$ cat config.mk
export PLATFORM = sky130hd
export DESIGN_NAME = sync_fifo_flags
export DESIGN_NICKNAME = d
export VERILOG_FILES = /design/src/rtl/sync_fifo_flags.sv
export SDC_FILE = /design/constraint.sdc
export NUM_CORES = 1
export LEC_CHECK = 0
export ABC_AREA = 0
export CORE_MARGIN = 5
export CORE_UTILIZATION = 30
export CTS_CLUSTER_DIAMETER = 200
export DETAILED_ROUTE_END_ITERATION = 10
export GPL_TIMING_DRIVEN = 0
export SLEW_MARGIN = 40
export SYNTH_ARGS = -nofsm -noshare
export SYNTH_HDL_FRONTEND = slang
export SYNTH_SLANG_ARGS = --single-unit
export TNS_END_PERCENT = 1
$ cat constraint.sdc
create_clock -name clk -period 3.7 [get_ports clk]
set_clock_uncertainty 0.05 [all_clocks]
set_input_delay 0.74 -clock clk [delete_from_list [all_inputs] [get_ports clk]]
set_output_delay 0.74 -clock clk [all_outputs]
set_load 0.02 [all_outputs]
$ cat src/rtl/sync_fifo_flags.sv
// ---------------------------------------------------------------------------
// sync_fifo_flags
//
// Single-clock FIFO with occupancy flags and sticky error flags.
//
// Storage is a DEPTH-entry register array. Read and write pointers wrap
// modulo DEPTH, and a separate occupancy counter produces every status flag.
// A request is accepted only when the flags at the start of the cycle allow
// it. A request that is rejected sets a sticky error flag instead.
//
// Configuration macro:
//   SYNC_FIFO_FWFT_EN - when defined, the FIFO runs in first-word-fall-through
//                       mode. o_data shows the head word combinationally and
//                       o_valid is !empty. When undefined (the default), a
//                       read registers the head word into o_data with
//                       1-cycle latency, and o_valid pulses for that cycle.
//
// Parameters:
//   DEPTH       entry count (power of two, >= 2)
//   DATA_WIDTH  word width in bits
//   AF_THRESH   almost_full when count >= AF_THRESH (1..DEPTH)
//   AE_THRESH   almost_empty when count <= AE_THRESH (0..DEPTH-1)
//
// Ports:
//   clk           rising-edge clock for all state
//   rst_n         asynchronous active-low reset
//   wren, i_data  write request and write data
//   rden          read request
//   clr_err       synchronous clear of overflow/underflow
//   o_data        read data
//   o_valid       o_data holds a popped word (or the head word in FWFT mode)
//   full, empty, almost_full, almost_empty  occupancy status
//   count         current occupancy, 0..DEPTH
//   overflow      sticky: a write was rejected because the FIFO was full
//   underflow     sticky: a read was rejected because the FIFO was empty
// ---------------------------------------------------------------------------
module sync_fifo_flags #(
   parameter int DEPTH      = 8,
   parameter int DATA_WIDTH = 8,
   parameter int AF_THRESH  = DEPTH - 2,
   parameter int AE_THRESH  = 2
) (
   input  logic                        clk,
   input  logic                        rst_n,
   input  logic                        wren,
   input  logic [DATA_WIDTH-1:0]       i_data,
   input  logic                        rden,
   input  logic                        clr_err,
   output logic [DATA_WIDTH-1:0]       o_data,
   output logic                        o_valid,
   output logic                        full,
   output logic                        empty,
   output logic                        almost_full,
   output logic                        almost_empty,
   output logic [$clog2(DEPTH):0]      count,
   output logic                        overflow,
   output logic                        underflow
);

   localparam int AW = $clog2(DEPTH);
   localparam int CW = AW + 1;

   logic [DATA_WIDTH-1:0] mem [DEPTH];
   logic [AW-1:0]         wr_ptr;
   logic [AW-1:0]         rd_ptr;
   logic [CW-1:0]         count_q;
   logic                  wr_acc;
   logic                  rd_acc;

   // Acceptance uses the registered flags. At full, a simultaneous read is
   // still accepted and the write is rejected. At empty, the reverse happens.
   assign wr_acc = wren & ~full;
   assign rd_acc = rden & ~empty;

   // All status flags come from the count register, so they are glitch-free.
   assign count        = count_q;
   assign full         = (count_q == CW'(DEPTH));
   assign empty        = (count_q == '0);
   assign almost_full  = (count_q >= CW'(AF_THRESH));
   assign almost_empty = (count_q <= CW'(AE_THRESH));

   // Memory has no reset. Stale contents become unreachable because reset
   // returns both pointers and the count to zero.
   always_ff @(posedge clk) begin
      if (wr_acc) begin
         mem[wr_ptr] <= i_data;
      end
   end

   // Pointers and count. DEPTH is a power of two, so the natural AW-bit
   // rollover of each pointer gives the modulo-DEPTH wrap.
   always_ff @(posedge clk or negedge rst_n) begin
      if (!rst_n) begin
         wr_ptr  <= '0;
         rd_ptr  <= '0;
         count_q <= '0;
      end else begin
         if (wr_acc) begin
            wr_ptr <= wr_ptr + AW'(1);
         end
         if (rd_acc) begin
            rd_ptr <= rd_ptr + AW'(1);
         end
         count_q <= count_q + CW'(wr_acc) - CW'(rd_acc);
      end
   end

   // Sticky error flags. A new error takes priority over clr_err, so an error
   // raised in the same cycle as the clear is never lost.
   always_ff @(posedge clk or negedge rst_n) begin
      if (!rst_n) begin
         overflow  <= 1'b0;
         underflow <= 1'b0;
      end else begin
         if (wren && full) begin
            overflow <= 1'b1;
         end else if (clr_err) begin
            overflow <= 1'b0;
         end
         if (rden && empty) begin
            underflow <= 1'b1;
         end else if (clr_err) begin
            underflow <= 1'b0;
         end
      end
   end

`ifdef SYNC_FIFO_FWFT_EN
   // FWFT: the head word is always visible. rden simply advances rd_ptr.
   assign o_data  = mem[rd_ptr];
   assign o_valid = ~empty;
`else
   // Standard mode: the popped word is registered, so there is no
   // combinational path from memory to o_data. o_valid pulses for one cycle
   // per accepted read, and o_data holds its value between reads.
   always_ff @(posedge clk or negedge rst_n) begin
      if (!rst_n) begin
         o_data  <= '0;
         o_valid <= 1'b0;
      end else begin
         o_valid <= rd_acc;
         if (rd_acc) begin
            o_data <= mem[rd_ptr];
         end
      end
   end
`endif

endmodule

== After elaboration in Yosys (flattened, before gate mapping) ==
Memories as Yosys holds them, arrays and structs flattened. A register that Yosys moved wholly into a read port is not among the register bits.
Index checks and enable logic that the tools add are counted.
Storage, ports and cells
  input bits: 13
  word-level logic and storage cells: 29
  register bits after elaboration: 13
  output and inout bits: 19
  RAM bits: 64
  memories kept: 1
Memory list
  mem: words 8, width 8, rd ports 1, clocked after Yosys merged registers in 1, write ports 1, line 63  | logic [DATA_WIDTH-1:0] mem [DEPTH];
Operators by class
  add/sub/neg operators: 4
  equal/unequal tests: 1
  multiplexer cells: 5
  reduce and logical (&&, ||, !) cells: 6
  $lt $le $gt $ge: 2
  bitwise operators: 4
Operators by type and width (count)
  $add 3x1->3 const B: 2
  $mux 1: 5
  $add 4x1->4: 1
  $eq 4x4->1 const B: 1
  $ge 4x3->1 const B: 1
  $le 4x2->1 const B: 1
  $logic_not 4->1: 1
  $reduce_bool 2->1: 2
  $sub 4x1->4: 1
  $and 1x1->1: 2
  $logic_and 1x1->1: 2
  $not 1->1: 2
  $logic_not 1->1: 1

== Logic depth before layout (Yosys ltp) ==
  depth after elaboration: 5
  mapped depth: 12
  mapped depth without buffers: 11

== Least setup slack after synthesis ==
Ideal clock, no wire load.
  path kind: flip-flop to flip-flop
  from: reg count_q[3], in the netlist count[3]
  to: reg count_q[2], in the netlist count[2]
  path buffers: 1
  setup time: 0.122 ns
  setup slack: 1.216 ns
  period minus slack after synthesis: 2.484 ns
  cell stages (with the launch flop): 12
  data required time: 3.528 ns
  data arrival time: 2.312 ns
  cell sequence: dfrtp_1 -> inv_1 -> ha_1 -> nor3b_2 -> nand2b_1 -> buf_4 -> inv_1 -> ha_1 -> inv_1 -> ha_1 -> fa_1 -> xor2_1
On the way
  elaborated cells between the ends (all ways): 8
  classes of those cells: 2 x add/sub; 1 x eq/ne; 4 x bitwise; 1 x reduce/logical
RTL lines
  start, declared: line 66  | logic [CW-1:0] count_q;
  start signal, assigned: line 104  | count_q <= count_q + CW'(wr_acc) - CW'(rd_acc);
  $logic_not 4->1: line 78  | assign empty = (count_q == '0);
  $not 1->1: line 73  | assign rd_acc = rden & ~empty;
  $and 1x1->1: line 73
  via rd_acc: line 68  | logic rd_acc;
  $sub 4x1->4: line 104
The timed path passes the listed nets, and every way through them passes these cells.
A chain may end at the register's enable or synchronous reset.

== Worst setup path in the final report ==
  from: reg count_q[3], in the netlist count[3]
  to: out empty
On the way
  word-level cells in the longest chain between the ends: 1
RTL lines
  $logic_not 4->1: line 78
  end, declared: line 52  | output logic empty,
No other way between the ends.

==> impl_metrics.csv <==
group,metric,value,unit
run_status,status,"finished, final reports clean",
critical_path,timing.reg2reg.setup_slack,1.05,ns
sta,finalWorstSetupSlack,0.568,ns
critical_path,cp-start-kind,"flip-flop",
clocking,hold_buffers,0,
floorplan,die_area,14200,sq um
clocking,path_clk_slew,0.06,ns
routing,ant_nets,0,
clocking,clockBufferDepth,2,
critical_path,worstSetupEndpointType,"output pin",
place,place.gp.congestion,0.711,
global_routing,overflow,0,
routing,via_per_inst,4.54,
final_layout,drive_gt1_share,20.5,%
critical_path,ff2ff_path_depth,11,
synth,yosys_warnings,0,
pwr,internal-power,2.35,mW
critical_path,rr_startpoint,"count[3]",
sta,fin_crit_sh,84.6,%
floorplan,core,11600,sq um
worst_hold_path,hp-class,"in -> async",
synth,synth_area,3580,sq um
final_layout,final_cell_mix,"64 x edfxtp_1, 30 x clkdlybuf4s50_1, 21 x dfrtp_1, 18 x mux2_2, 16 x mux2i_1",
floorplan,num_rows,39,
final_layout,layout_commonest_cell,"edfxtp_1",
clocking,clockRootBuffer,"clkbuf_16",
critical_path,path_class,"reg -> out",
synth,avgSynthCellArea,16.5,sq um
clocking,clock_latency,0.33,ns
sta,tightest_slew,0.776,ns
synth,synth_top_area_share,53.7,%
sta,slew_violations,0,
sta,setup_tns,0,ns
critical_path,critPathRequiredTime,2.91,ns
sta,setup_viol,0,
pwr,cellPowerDensity,815,nW/um^2
synth,synth.distinct_cells,32,
pwr,power_switching,1.20,mW
clocking,cts_tree,"done",
critical_path,endpoint,"empty",
final_layout,syn_to_final_growth,21.6,%
synth,postSynthCellCount,217,
critical_path,path_max_fanout,10,
routing,wl_per_cell,16.6,um
synth,synth_mux_area_share,10.1,%
global_routing,grt_max_degree,22,
pwr,max-vdd-ir-drop,0.249,mV
sta,fin_crit,3.13,ns
place,hpwl,4690,um
synth,yosysSeqAreaShare,68.4,%
pwr,swShare,33.8,%
floorplan,io_pins,32,
synth,synth-seq-cells,85,
floorplan,die_x,119,um
routing,drtIter0Drc,109,
sta,timing.slew.headroom,48.1,%
routing,drt-pass1-iter-count,4,
synth,yosys-top-cells-area,"edfxtp_1 54%, dfrtp_1 15%, mux2_2 5.7%",
sta,rsz0062_at_grt,"false",
synth,syn_nets,241,
global_routing,grt_use_total,10.3,%
pwr,power_frac_clock,23.4,%
routing,vias,1849,
clocking,cts_max_level,3,
global_routing,antenna_found_initial,0,
sta,hold_viol,0,
pwr,seq_power_share,38.9,%
pwr,power,3.54,mW
critical_path,startpoint,"count[3]",
place,dpl_cell_area,4070,sq um
clocking,cts-buffers-inserted,9,
clocking,cts_setup_buffers,0,
clocking,clkSinkCount,85,
floorplan,die_h,119,um
final_layout,stdcell_count,407,
pwr,p_comb_share,37.7,%
pwr,power.leakage,1.60,nW
final_layout,design_area,4350,sq um
final_layout,fin_util,37.6,%
final_layout,diodes,0,
synth,synth_fa_ha_area_share,4.06,%
global_routing,grt_pass1_vias,2009,
sta,hold_ws,0.317,ns
synth,yosys.area_share.simple,4.09,%
synth,synth_top_family_by_area,"multiplexers",
place,io_buffer_count,31,
sta,fmax,0.319,GHz
run,max_cap_violations,0,
clocking,ctsResizeCount,0,
routing,routed_wl,6740,um
final_layout,fin_nets,283,
global_routing,grt_first_pass_wirelength,11100,um
synth,synth_area_leader_cell,"edfxtp_1",
routing,drc,0,
synth,synth-xor-area-share,1.47,%
floorplan,start_util,30.9,%
critical_path,r2r_end,"count[2]",
place,pre_cts_slack,0.808,ns
synth,synth_compound_gate_area_share,8.39,%
critical_path,crit_arrival,2.34,ns
place,place_inst,391,
area by class of cell:
class | instances | area (sq um)
Fill cell | 1096 | 7220
Sequential cell | 85 | 2450
Multi-Input combinational cell | 114 | 1020
Timing Repair Buffer | 31 | 305
Clock buffer | 9 | 225
Tap cell | 143 | 179
Buffer | 8 | 85.1
Clock inverter | 7 | 47.5
Inverter | 10 | 37.5
power by group through the flow:
stage,clock [mW],sequential (mW),combinational [mW]
2_1_floorplan,0,1.46,0.825
3_3_place_gp,0,1.39,1.33
3_5_place_dp,0,1.40,1.35
4_1_cts,0.847,1.38,1.35
5_1_grt,0.888,1.41,1.45
6_report,0.830,1.38,1.34
worst max-delay path, stage by stage (launching register included):
cell	delay [ns]
dfrtp_1	0.41
inv_1	0.14
ha_1	0.19
nor3b_2	0.20
clkbuf_1	0.38
clkdlybuf4s50_1	0.69
cells by family (layout without fill, tap and decap cells):
logic type               after synthesis  after routing
buffers and inverters                 18             65
XOR/XNOR                               6              6
flip-flops                            85             85
adder cells (fa/ha/maj)               11             11
multiplexers                          34             34
AND/OR/NAND/NOR                       26             26
AO/OA/AOI/OAI                         37             37
synthesized netlist by cell type:
| library cell | n |
|---|---|
| o22ai_1 | 8 |
| nand3b_1 | 2 |
| nor2b_1 | 1 |
| buf_4 | 1 |
| nor3b_2 | 1 |
| xor2_1 | 2 |
| nor3_1 | 2 |
| nand2b_1 | 4 |
| xnor2_1 | 4 |
| buf_12 | 2 |
| dfrtp_1 | 21 |
| edfxtp_1 | 64 |
| or3b_4 | 1 |
| fa_1 | 1 |
| nand2_1 | 5 |
| nand2_4 | 1 |
| buf_1 | 2 |
| o21ai_0 | 8 |
| mux2_2 | 18 |
| a22o_1 | 10 |
| inv_1 | 10 |
| buf_6 | 1 |
| nor2_1 | 7 |
| buf_8 | 1 |
| mux2i_1 | 16 |
| a21o_1 | 1 |
| o31ai_2 | 8 |
| a21oi_1 | 1 |
| nand3_1 | 2 |
| a32o_1 | 1 |
| clkbuf_1 | 1 |
| ha_1 | 10 |
worst min-delay path by stage:
stage          startpoint   endpoint  slack [ns]
2_1_floorplan       rst_n   count[0]        0.39
3_3_place_gp    underflow  underflow        0.44
3_5_place_dp    underflow  underflow        0.45
4_1_cts             rst_n  rd_ptr[0]        0.33
5_1_grt             rst_n  o_data[1]        0.36
6_report            rst_n  wr_ptr[1]        0.32
state kept, by name, summed over array words and instances (netlist names):
| name | count |
|---|---|
| o_valid | 1 |
| o_data | 8 |
| underflow | 1 |
| count | 4 |
| wr_ptr | 3 |
| overflow | 1 |
| mem | 64 |
| rd_ptr | 3 |
layer usage:
layer,up-vias,GRT usage (%),share of wire [%]
met5,-,0,0
met4,0,4.56,1.8
met3,7,2.80,5.8
met2,43,15.5,45
met1,896,13.9,47
li1,903,-,-
(Power assumes the default switching activity.)
